File: src/rtl/pacman_move_ctrl.sv
// Per-frame Pac-Man movement controller: turns the latched key into a legal move via wall lookups.
// Optional macro PAC_TUNNEL_EN: horizontal neighbours wrap through the side tunnel.
`timescale 1ns/1ps
module pacman_move_ctrl #(
    parameter int TILE_SHIFT = 3,
    parameter int STEP       = 1,
    parameter int MAZE_W     = 28,
    parameter int MAZE_H     = 31,
    parameter int START_X    = 104,
    parameter int START_Y    = 184
) (
    input  logic       Clk,
    input  logic       Reset_n,
    input  logic       frame_tick,
    input  logic [7:0] keycode,
    output logic       wall_req,
    output logic [4:0] wall_tx,
    output logic [4:0] wall_ty,
    input  logic       wall_ack,
    input  logic       wall_blocked,
    output logic [9:0] PacX,
    output logic [9:0] PacY,
    output logic [1:0] PacDir,
    output logic       moving,
    output logic       busy
);

    typedef enum logic [1:0] {DIR_RIGHT = 2'd0, DIR_LEFT = 2'd1, DIR_DOWN = 2'd2, DIR_UP = 2'd3} dir_e;
    typedef enum logic [1:0] {IDLE, Q_PEND, Q_CUR, MOVE} state_e;

`ifdef PAC_TUNNEL_EN
    localparam logic [9:0] WRAP_X = 10'((MAZE_W << TILE_SHIFT) - STEP);
`endif

    state_e     state_q, state_d;
    dir_e       pend_dir, key_dir, q_dir;
    logic       pend_v, key_valid, held_tick, req_gap;
    logic [9:0] tile_x, tile_y, step_x, step_y;
    logic [4:0] nb_tx, nb_ty;
    logic       nb_oob, aligned, in_query, go, fire, issue, oob_hit;
    logic       adopt, stop;

    assign busy     = (state_q != IDLE);
    assign tile_x   = PacX >> TILE_SHIFT;
    assign tile_y   = PacY >> TILE_SHIFT;
    assign aligned  = (PacX[TILE_SHIFT-1:0] == '0) && (PacY[TILE_SHIFT-1:0] == '0);
    assign go       = frame_tick || held_tick;
    assign fire     = wall_req && wall_ack;
    assign in_query = (state_q == Q_PEND) || (state_q == Q_CUR);
    assign q_dir    = (state_q == Q_PEND) ? pend_dir : dir_e'(PacDir);
    // req_gap keeps wall_req low one extra cycle after a handshake so a stale ack cannot be reused.
    assign issue    = in_query && !wall_req && !req_gap && !nb_oob;
    assign oob_hit  = in_query && !wall_req && !req_gap && nb_oob;

    always_comb begin
        // NOTE: every output of a combinational block gets a default first, so no latch is inferred.
        key_valid = 1'b1;
        key_dir   = DIR_RIGHT;
        case (keycode)
            8'h04:   key_dir = DIR_LEFT;
            8'h07:   key_dir = DIR_RIGHT;
            8'h16:   key_dir = DIR_DOWN;
            8'h1A:   key_dir = DIR_UP;
            default: key_valid = 1'b0;
        endcase
    end

    always_comb begin
        nb_tx  = tile_x[4:0];
        nb_ty  = tile_y[4:0];
        nb_oob = 1'b0;
        case (q_dir)
            DIR_RIGHT:
                if (tile_x >= 10'(MAZE_W - 1)) begin
`ifdef PAC_TUNNEL_EN
                    nb_tx = '0;
`else
                    nb_oob = 1'b1;
`endif
                end else begin
                    nb_tx = 5'(tile_x + 10'd1);
                end
            DIR_LEFT:
                if (tile_x == '0) begin
`ifdef PAC_TUNNEL_EN
                    nb_tx = 5'(MAZE_W - 1);
`else
                    nb_oob = 1'b1;
`endif
                end else begin
                    nb_tx = 5'(tile_x - 10'd1);
                end
            DIR_DOWN:
                if (tile_y >= 10'(MAZE_H - 1)) nb_oob = 1'b1;
                else                           nb_ty  = 5'(tile_y + 10'd1);
            DIR_UP:
                if (tile_y == '0) nb_oob = 1'b1;
                else              nb_ty  = 5'(tile_y - 10'd1);
        endcase
    end

    always_comb begin
        step_x = PacX;
        step_y = PacY;
        case (dir_e'(PacDir))
            DIR_RIGHT: step_x = PacX + 10'(STEP);
            DIR_LEFT:  step_x = PacX - 10'(STEP);
            DIR_DOWN:  step_y = PacY + 10'(STEP);
            DIR_UP:    step_y = PacY - 10'(STEP);
        endcase
`ifdef PAC_TUNNEL_EN
        if (PacDir == DIR_LEFT  && PacX == '0)    step_x = WRAP_X;
        if (PacDir == DIR_RIGHT && PacX == WRAP_X) step_x = '0;
`endif
    end

    always_comb begin
        state_d = state_q;
        adopt   = 1'b0;
        stop    = 1'b0;
        case (state_q)
            IDLE:
                if (go) begin
                    if (pend_v && (pend_dir == dir_e'(PacDir ^ 2'b01))) begin
                        adopt   = 1'b1;
                        state_d = MOVE;
                    end else if (aligned && pend_v) begin
                        state_d = Q_PEND;
                    end else if (aligned) begin
                        state_d = Q_CUR;
                    end else begin
                        state_d = MOVE;
                    end
                end
            Q_PEND:
                if (oob_hit || (fire && wall_blocked)) begin
                    state_d = Q_CUR;
                end else if (fire) begin
                    adopt   = 1'b1;
                    state_d = MOVE;
                end
            Q_CUR:
                if (oob_hit || (fire && wall_blocked)) begin
                    stop    = 1'b1;
                    state_d = IDLE;
                end else if (fire) begin
                    state_d = MOVE;
                end
            MOVE:    state_d = IDLE;
            default: state_d = IDLE;
        endcase
    end

    always_ff @(posedge Clk) begin
        // NOTE: sequential state uses <= so all flops update from pre-edge values, free of ordering races.
        if (!Reset_n) state_q <= IDLE;
        else          state_q <= state_d;
    end

    always_ff @(posedge Clk) begin
        if (!Reset_n) begin
            PacX      <= 10'(START_X);
            PacY      <= 10'(START_Y);
            PacDir    <= DIR_LEFT;
            moving    <= 1'b0;
            wall_req  <= 1'b0;
            wall_tx   <= '0;
            wall_ty   <= '0;
            pend_v    <= 1'b0;
            pend_dir  <= DIR_RIGHT;
            held_tick <= 1'b0;
            req_gap   <= 1'b0;
        end else begin
            // A key arriving in the same cycle as a turn is adopted stays pending.
            if (key_valid) begin
                pend_dir <= key_dir;
                pend_v   <= 1'b1;
            end else if (adopt) begin
                pend_v <= 1'b0;
            end
            if (adopt) PacDir <= pend_dir;

            if (issue) begin
                wall_req <= 1'b1;
                wall_tx  <= nb_tx;
                wall_ty  <= nb_ty;
            end else if (fire) begin
                wall_req <= 1'b0;
            end
            req_gap <= fire;

            if (busy && frame_tick)  held_tick <= 1'b1;
            else if (!busy && go)    held_tick <= 1'b0;

            if (state_q == MOVE) begin
                PacX   <= step_x;
                PacY   <= step_y;
                moving <= 1'b1;
            end else if (stop) begin
                moving <= 1'b0;
            end
        end
    end

endmodule

File: config.mk
export PLATFORM = sky130hd
export DESIGN_NAME = pacman_move_ctrl
export DESIGN_NICKNAME = d
export VERILOG_FILES = /design/src/rtl/pacman_move_ctrl.sv
export SDC_FILE = /design/constraint.sdc
export NUM_CORES = 1
export LEC_CHECK = 0
export ABC_AREA = 1
export CORE_MARGIN = 3
export CORE_UTILIZATION = 30
export DETAILED_ROUTE_END_ITERATION = 7
export DONT_BUFFER_PORTS = 1
export GPL_TIMING_DRIVEN = 1
export SETUP_SLACK_MARGIN = 0.02
export SLEW_MARGIN = 10
export SYNTH_ARGS = -nofsm -noshare
export SYNTH_HDL_FRONTEND = slang
export SYNTH_SLANG_ARGS = --single-unit
export TNS_END_PERCENT = 30
File: constraint.sdc
create_clock -name Clk -period 5.8 [get_ports Clk]
set_input_delay 0.29 -clock Clk [delete_from_list [all_inputs] [get_ports Clk]]
set_output_delay 0.29 -clock Clk [all_outputs]
set_load 0.02 [all_outputs]
# Word level (Yosys, flattened, before mapping)

Index checks and enable logic that the tools add are counted.
W data, S select, Z words.

Bits in latches: 0
Memories kept: 0
Logic and storage cells: 112
Register bits after elaboration: 41
RAM bits: 0
Input bits: 13
Output and inout port bits: 35
Memory bits (read-only): 0

Equal/unequal tests: 15
Bitwise logic cells: 1
Multiply operators: 0
Div/mod/pow operators: 0
Order comparisons: 2
Add/subtract/negate cells: 8
Reductions and logical operators: 35
Mux-type cells: 39
Shift operators: 0

Operator list:

| operator                | number |
|---|---|
| $pmux W10 S2            | 2 |
| $add A10 B1 Y10 const B | 2 |
| $logic_not A10 Y1       | 2 |
| $mux W1                 | 20 |
| $mux W5                 | 4 |
| $pmux W5 S2             | 2 |
| $sub A10 B1 Y10 const B | 2 |
| $eq A8 B3 Y1 const B    | 2 |
| $eq A8 B5 Y1 const B    | 2 |
| $ge A7 B5 Y1 const B    | 2 |
| $mux W2                 | 7 |
| $reduce_bool A2 Y1      | 7 |
| $eq A2 B2 Y1 const B    | 6 |
| $logic_and A1 B1 Y1     | 11 |
| $add A5 B1 Y5 const B   | 2 |
| $sub A5 B1 Y5 const B   | 2 |
| $pmux W2 S4             | 1 |
| $eq A2 B1 Y1 const B    | 3 |
| $logic_not A2 Y1        | 3 |
| $logic_not A3 Y1        | 2 |
| $pmux W2 S3             | 1 |
| $logic_not A1 Y1        | 4 |
| $pmux W1 S4             | 1 |
| $reduce_and A2 Y1       | 2 |
| other kinds (6)         | 8 |

# Longest topological paths before layout

Gate-level depths: netlist of the first run.

Word-level depth: 10
Depth in mapped cells: 14

# Worst setup path before layout of the first run

Ideal clock, no wire load.

Kind: register to register
Start: reg PacDir[0]
End: reg PacX[6]
Setup slack: 3.378 ns
Cell stages (with the launch flop): 12
Period minus slack after synthesis: 2.422 ns
Arrival: 2.286 ns
Data required time: 5.664 ns
Cell sequence: dfxtp_1 -> inv_1 -> nor2_1 -> inv_1 -> fa_1 -> o21ai_0 -> nand2_1 -> nand2_1 -> a21oi_1 -> xor2_1 -> nand2_1 -> o211ai_1

Cells in the longest elaborated chain, start to end: 3

RTL lines:

| element                                                 | line | source |
|---|---|---|
| start, declared                                         | 23   | `output logic [1:0] PacDir,` |
| start signal, assigned                                  | 181  | `if (adopt) PacDir <= pend_dir;` |
| $eq A2 B1 Y1 / $logic_not A2 Y1 (equally long branches) | 105  | `case (dir_e'(PacDir))` |
| $reduce_bool A2 Y1 (no source line)                     | -    |  |
| $reduce_and A2 Y1 (no source line)                      | -    |  |
| end signal, assigned                                    | 162  | `PacX <= 10'(START_X);` |
| end signal, assigned                                    | 196  | `PacX <= step_x;` |
| end, declared                                           | 21   | `output logic [9:0] PacX,` |

Parallel ways exist; a longest one is shown, timed or not.
A chain may end at the register's enable or synchronous reset.

# Worst setup path after layout of the first run

Start: reg PacDir[0]
End: reg PacX[8]

Same word-level chain as after synthesis.

==> impl_metrics.ini, run 1 <==
[die]
rows = 36
die_w_um = 109
die_y_um = 109
coreArea_um2 = 10000
initial_core_util_pct = 31.6
die_area_um2 = 11800
io_pins = 48

[grt]
grt_max_degree = 28
grt.total_usage_pct = 14.4
grt_pass1_wl_mm = 13.8
grt_overflow = 0
grt_pass1_vias = 2927
antenna_found_initial = 0

[timing]
fin_crit_sh_pct = 50.6
fin_tns_setup_ns = 0
hold_violations = 0
slew_headroom_pct = 42.1
rsz0062_at_grt = false
skew_ns = 0.00550
worst_pin_slew_ns = 0.863
period_needed_ns = 2.93
report.final.slew_viol_count = 0
setup_violations = 0
fmax_mhz = 341

[cts]
cts.sinks = 41
numCtsBuffers = 5
cts_max_level = 2
clock_path_buffers = 2
cts_setup_buffers = 0
cts_tree = done
cts.clk_slew.worst_paths_ns = 0.09
ctsHoldBuffers = 0
clock_latency_ns = 0.30
cts-root-buf = clkbuf_8
post_cts_resized = 0

[detailed_routing]
vias_per_cell = 5.04
drt-initial-drc-count = 104
first_pass_iters = 4
drc = 0
vias = 3020
drtAntennaViolNets = 0
drt_wl_total_mm = 8.13
avgRoutedWirePerCell_um = 13.6

[critical_path]
arrival_ns = 3.13
cp.required_ns = 6.00
cpMostUsedCell = inv_1
crit_path_end_kind = flop
cpPeakStageDelay_ns = 0.60
startpoint_type = flop
critPathMaxFanout = 10
critPathSlowestCell = nor2_1
path_cells = inv_1 -> nor2_1 -> inv_1 -> fa_1 -> o21ai_0 -> nand4_1 -> nand3_1 -> nand2_1 -> o21ai_0 -> inv_1
worst-setup-path-type = reg2reg

[synthesis]
yosysWarnings = 0
netlist-cell-type-count = 40
syn_area_per_cell_um2 = 6.78
synth_fp_nets = 509
synth.cell_area_um2 = 3160
async_flop_share_pct = 0
synth-main-ff-cell = dfxtp_1
synth_edf_count = 0
synth_cells = 467
synth_seq_cells = 41
synth_seq_area_share_pct = 25.9

[layout]
drive_above_1_share_pct = 4.94
diodes = 0
nets = 507
syn2layout_area_growth_pct = 6.84
utilization_pct = 33.8
fill_cells = 1109
register_area_um2 = 821
multi_input_area_um2 = 2060

[power_and_ir_drop]
p_int_uw = 421
p_leak_uw = 0.00148
p_seq_share_pct = 53.3
p_switching_uw = 165
p_clk_share_pct = 36.6
irDropWorstVdd_mv = 0.0752
p_per_area_nw_per_um2 = 173
p_total_uw = 586
swShare_pct = 28.2
p_comb_share_pct = 10.1

[placed_design]
io_buffers = 0
dp_hpwl_mm = 6.19
place_congestion = 0.824

[run_status]
status = finished clean

[flow_run]
cap_viol_max_count = 0

[worst_hold_path]
min_path_type = in2reg
## cell usage after synthesis (all sizes together), types with 5 or more instances
library cell	number	area, um^2
nand4	7	43.8
ha	27	338
dfxtp	41	821
o21ai	40	215
o21a	5	37.5
clkbuf	5	18.8
a21oi	55	275
nand2	90	360
o211ai	7	52.6
inv	58	218
nand3	29	150
xor2	14	123
nor2	41	159
nor3	11	60.1
## through the flow
step | setup slack [ns] | area, um^2 | hold slack (ns) | cells
final | 2.87 | 3380 | 0.0724 | 599
after global routing | 2.59 | 3380 | 0.0614 | 599
after CTS | 2.88 | 3380 | 0.0600 | 599
after detailed placement | 2.89 | 3280 | 0.381 | 591
after global placement | 2.97 | 3280 | 0.386 | 591
after floorplan | 3.38 | 3160 | 0.428 | 467
## cells by family (layout without fill, tap and decap cells)
group                    after synthesis  after routing  share of synthesized area (%)
AND/OR/NAND/NOR                      181            181                           25.1
XOR/XNOR                              18             18                           4.98
buffers and inverters                 70             69                           8.86
AO/OA/AOI/OAI                        128            128                           23.2
adder cells (fa/ha/maj)               29             29                           11.9
flip-flops                            41             41                           25.9
## worst paths after layout
check | startpoint | end | slack [ns] | depth (start not counted)
worst max-delay path | PacDir[0] | PacX[8] | 2.87 | 10
worst min register to register | pend_v | pend_v | 0.52 | 2
worst min-delay path | Reset_n | PacY[5] | 0.07 | 1
worst max register to register | PacDir[0] | PacX[8] | 2.87 | 10
## routing by layer
metal | vias to the layer above | share of wire (%) | global-route usage (%)
met5 | - | 0 | 0
met4 | 0 | 1.0 | 3.70
met3 | 6 | 6.4 | 3.02
met2 | 81 | 47 | 23.8
met1 | 1356 | 46 | 19.0
li1 | 1577 | - | -
## flip-flops by register name, indices dropped and copies added (netlist names), 2 cells and up
name / flops
state_q: 2
PacX: 10
PacDir: 2
wall_ty: 5
pend_dir: 2
PacY: 10
wall_tx: 5
## final cells by class
type | instances | share of cell area (%)
Tap cell | 133 | 4.92
Clock inverter | 1 | 0.148
Clock buffer | 7 | 2.85
Sequential cell | 41 | 24.3
Multi-Input combinational cell | 356 | 61.0
Inverter | 61 | 6.77
## layout by cell type (no fill, tap or decap), drive strengths merged, types with 11 or more instances in the layout
| cell | Yosys | final |
|---|---|---|
| inv | 58 | 58 |
| nand3 | 29 | 29 |
| nor2 | 41 | 41 |
| xor2 | 14 | 14 |
| a21oi | 55 | 55 |
| nand2 | 90 | 90 |
| dfxtp | 41 | 41 |
| nor3 | 11 | 11 |
| ha | 27 | 27 |
| o21ai | 40 | 40 |
## critical path, delay by kind of cell, from the launching register on
kind                       cells  cell delay, ns
and+or+nand+nor                4            0.97
AOI/OAI and AO/OA              2            0.58
DFF                            1            0.53
buffers and inverters          3            0.33
adders and majority gates      1            0.42
## power by group through the flow
| stage | Combinational (uW) | Clock (uW) | Sequential, uW |
|---|---|---|---|
| after detailed placement | 59.2 | 0 | 320 |
| after global routing | 69.7 | 230 | 315 |
| after global placement | 58.4 | 0 | 320 |
| after CTS | 59.5 | 223 | 314 |
| final | 59.2 | 214 | 313 |
| after floorplan | 51.0 | 0 | 316 |
No activity file was read; power rests on OpenSTA's default activity.
==> run 2, diff against run 1 <==
Clock period 5.8 ns to 3.05 ns, I/O delays scaled along.
==> impl_metrics.ini, run 2 (synthesis gave the netlist of run 1 again) <==
[run_status]
status = finished clean

[die]
initial_core_util_pct = 31.6
coreArea_um2 = 10000
die_y_um = 109
rows = 36
die_area_um2 = 11800
die_w_um = 109
io_pins = 48

[worst_hold_path]
min_path_type = in2reg
hold_end = wall_ty[0]
min-delay-start = Reset_n
min_path_cells = 2

[critical_path]
path_cells = inv_1 -> nor2_1 -> inv_1 -> fa_1 -> o21ai_0 -> nand4_1 -> nand3_1 -> nand2_1 -> o21ai_0 -> inv_1
rrSetupSlack_ns = 0.48
ff2ff_path_depth = 10
startpoint_type = flop
crit_path_end_kind = flop
cp.required_ns = 3.24
critPathMaxFanout = 5
reg2reg_to = PacX[8]
critPathTopFamily = simple AND/OR/NAND/NOR gates
rr_startpoint = PacDir[0]
worst-path-stages = 10
critPathSlowestCell = dfxtp_1
cpPeakStageDelay_ns = 0.55
cpMostUsedCell = inv_1
cp_num_buf_inv = 3
arrival_ns = 2.76
worst-setup-path-type = reg2reg

[grt]
grt.total_usage_pct = 14.8
grt_overflow = 0
grt_max_degree = 28
antenna_found_initial = 0
grt_pass1_wl_mm = 14.2
grt_pass1_vias = 2959

[timing]
rsz0062_at_grt = false
slew_headroom_pct = 40.1
fmax_mhz = 389
skew_ns = 0.00773
fin_tns_setup_ns = 0
hold_violations = 0
period_needed_ns = 2.57
fin_crit_sh_pct = 84.2
worst_pin_slew_ns = 0.892
report.final.slew_viol_count = 0
setup_violations = 0

[layout]
reg.largest.list = PacX x10, PacY x10
final_cell_mix = nand2_1 (85), inv_1 (56), a21oi_1 (55), dfxtp_1 (41), nor2_1 (39)
diodes = 0
drive_above_1_share_pct = 5.51
nets = 513
fin_cells = 605
utilization_pct = 34.5
layout_commonest_cell = nand2_1
syn2layout_area_growth_pct = 8.90

[detailed_routing]
drtAntennaViolNets = 0
vias = 3064
drt-initial-drc-count = 131
avgRoutedWirePerCell_um = 13.8
drc = 0
vias_per_cell = 5.06
first_pass_iters = 4
drt_wl_total_mm = 8.38

[cts]
cts_setup_buffers = 0
cts-root-buf = clkbuf_8
clock_latency_ns = 0.30
cts.clk_slew.worst_paths_ns = 0.08
cts_max_level = 2
numCtsBuffers = 5
cts.sinks = 41
cts_tree = done
clock_path_buffers = 2

[placed_design]
dp_hpwl_mm = 6.26
place_congestion = 0.820
dp_cells = 595
io_buffers = 0

[power_and_ir_drop]
p_leak_uw = 0.00151
p_total_uw = 1170
p_per_area_nw_per_um2 = 341
irDropWorstVdd_mv = 0.206

[flow_run]
cap_viol_max_count = 0
==> run 2: layout make-up <==
class | instances | area, um^2
fillers | 1091 | 6550
multi-input cells | 356 | 2060
flip-flops and latches | 41 | 821
inverters | 61 | 229
well taps | 133 | 166
clock buffers | 7 | 86.3
repair buffers | 6 | 50.0
clock inverters | 1 | 30.0
==> run 2: how the worst max path moves through the flow <==
stage                    from       to
global route        PacDir[0]  PacX[8]
CTS                 PacDir[0]  PacX[8]
finish              PacDir[0]  PacX[8]
detailed placement  PacDir[0]  PacX[8]
floorplan           PacDir[0]  PacX[6]
global placement    PacDir[0]  PacX[8]
==> run 2: report_power, final <==
group | total, uW | internal [uW] | switching, uW
Combinational | 119 | 43.2 | 76.2
Sequential | 595 | 555 | 39.8
Clock | 461 | 267 | 193
Total | 1170 | 865 | 310
==> run 2: layer usage <==
layer  wire, um  GRT usage, %
met2       3810          24.7
met4        108          3.97
met3        481          3.85
met1       3980          19.0
met5          0             0
==> run 2: what timing repair did <==
action                                 in CTS  in global routing
hold buffers                                2                  0
endpoints found under the hold margin      12                  0
gates resized for setup                     0                  0
==> run 2: through the flow <==
stage	worst slack (ns)	hold slack [ns]	instance area, um^2
finish	0.482	0.0148	3450
global route	0.190	0.0196	3450
CTS	0.514	0.0149	3450
detailed placement	0.518	0.256	3310
global placement	0.544	0.251	3310
floorplan	0.628	0.291	3160
==> run 2: worst reg2reg max path, delay by kind of cell, from the launching register on <==
family	cells	cell delay (ns)
adders and majority gates	1	0.41
buffers and inverters	3	0.31
AOI/OAI and AO/OA	2	0.57
and+or+nand+nor	4	0.63
DFF	1	0.55
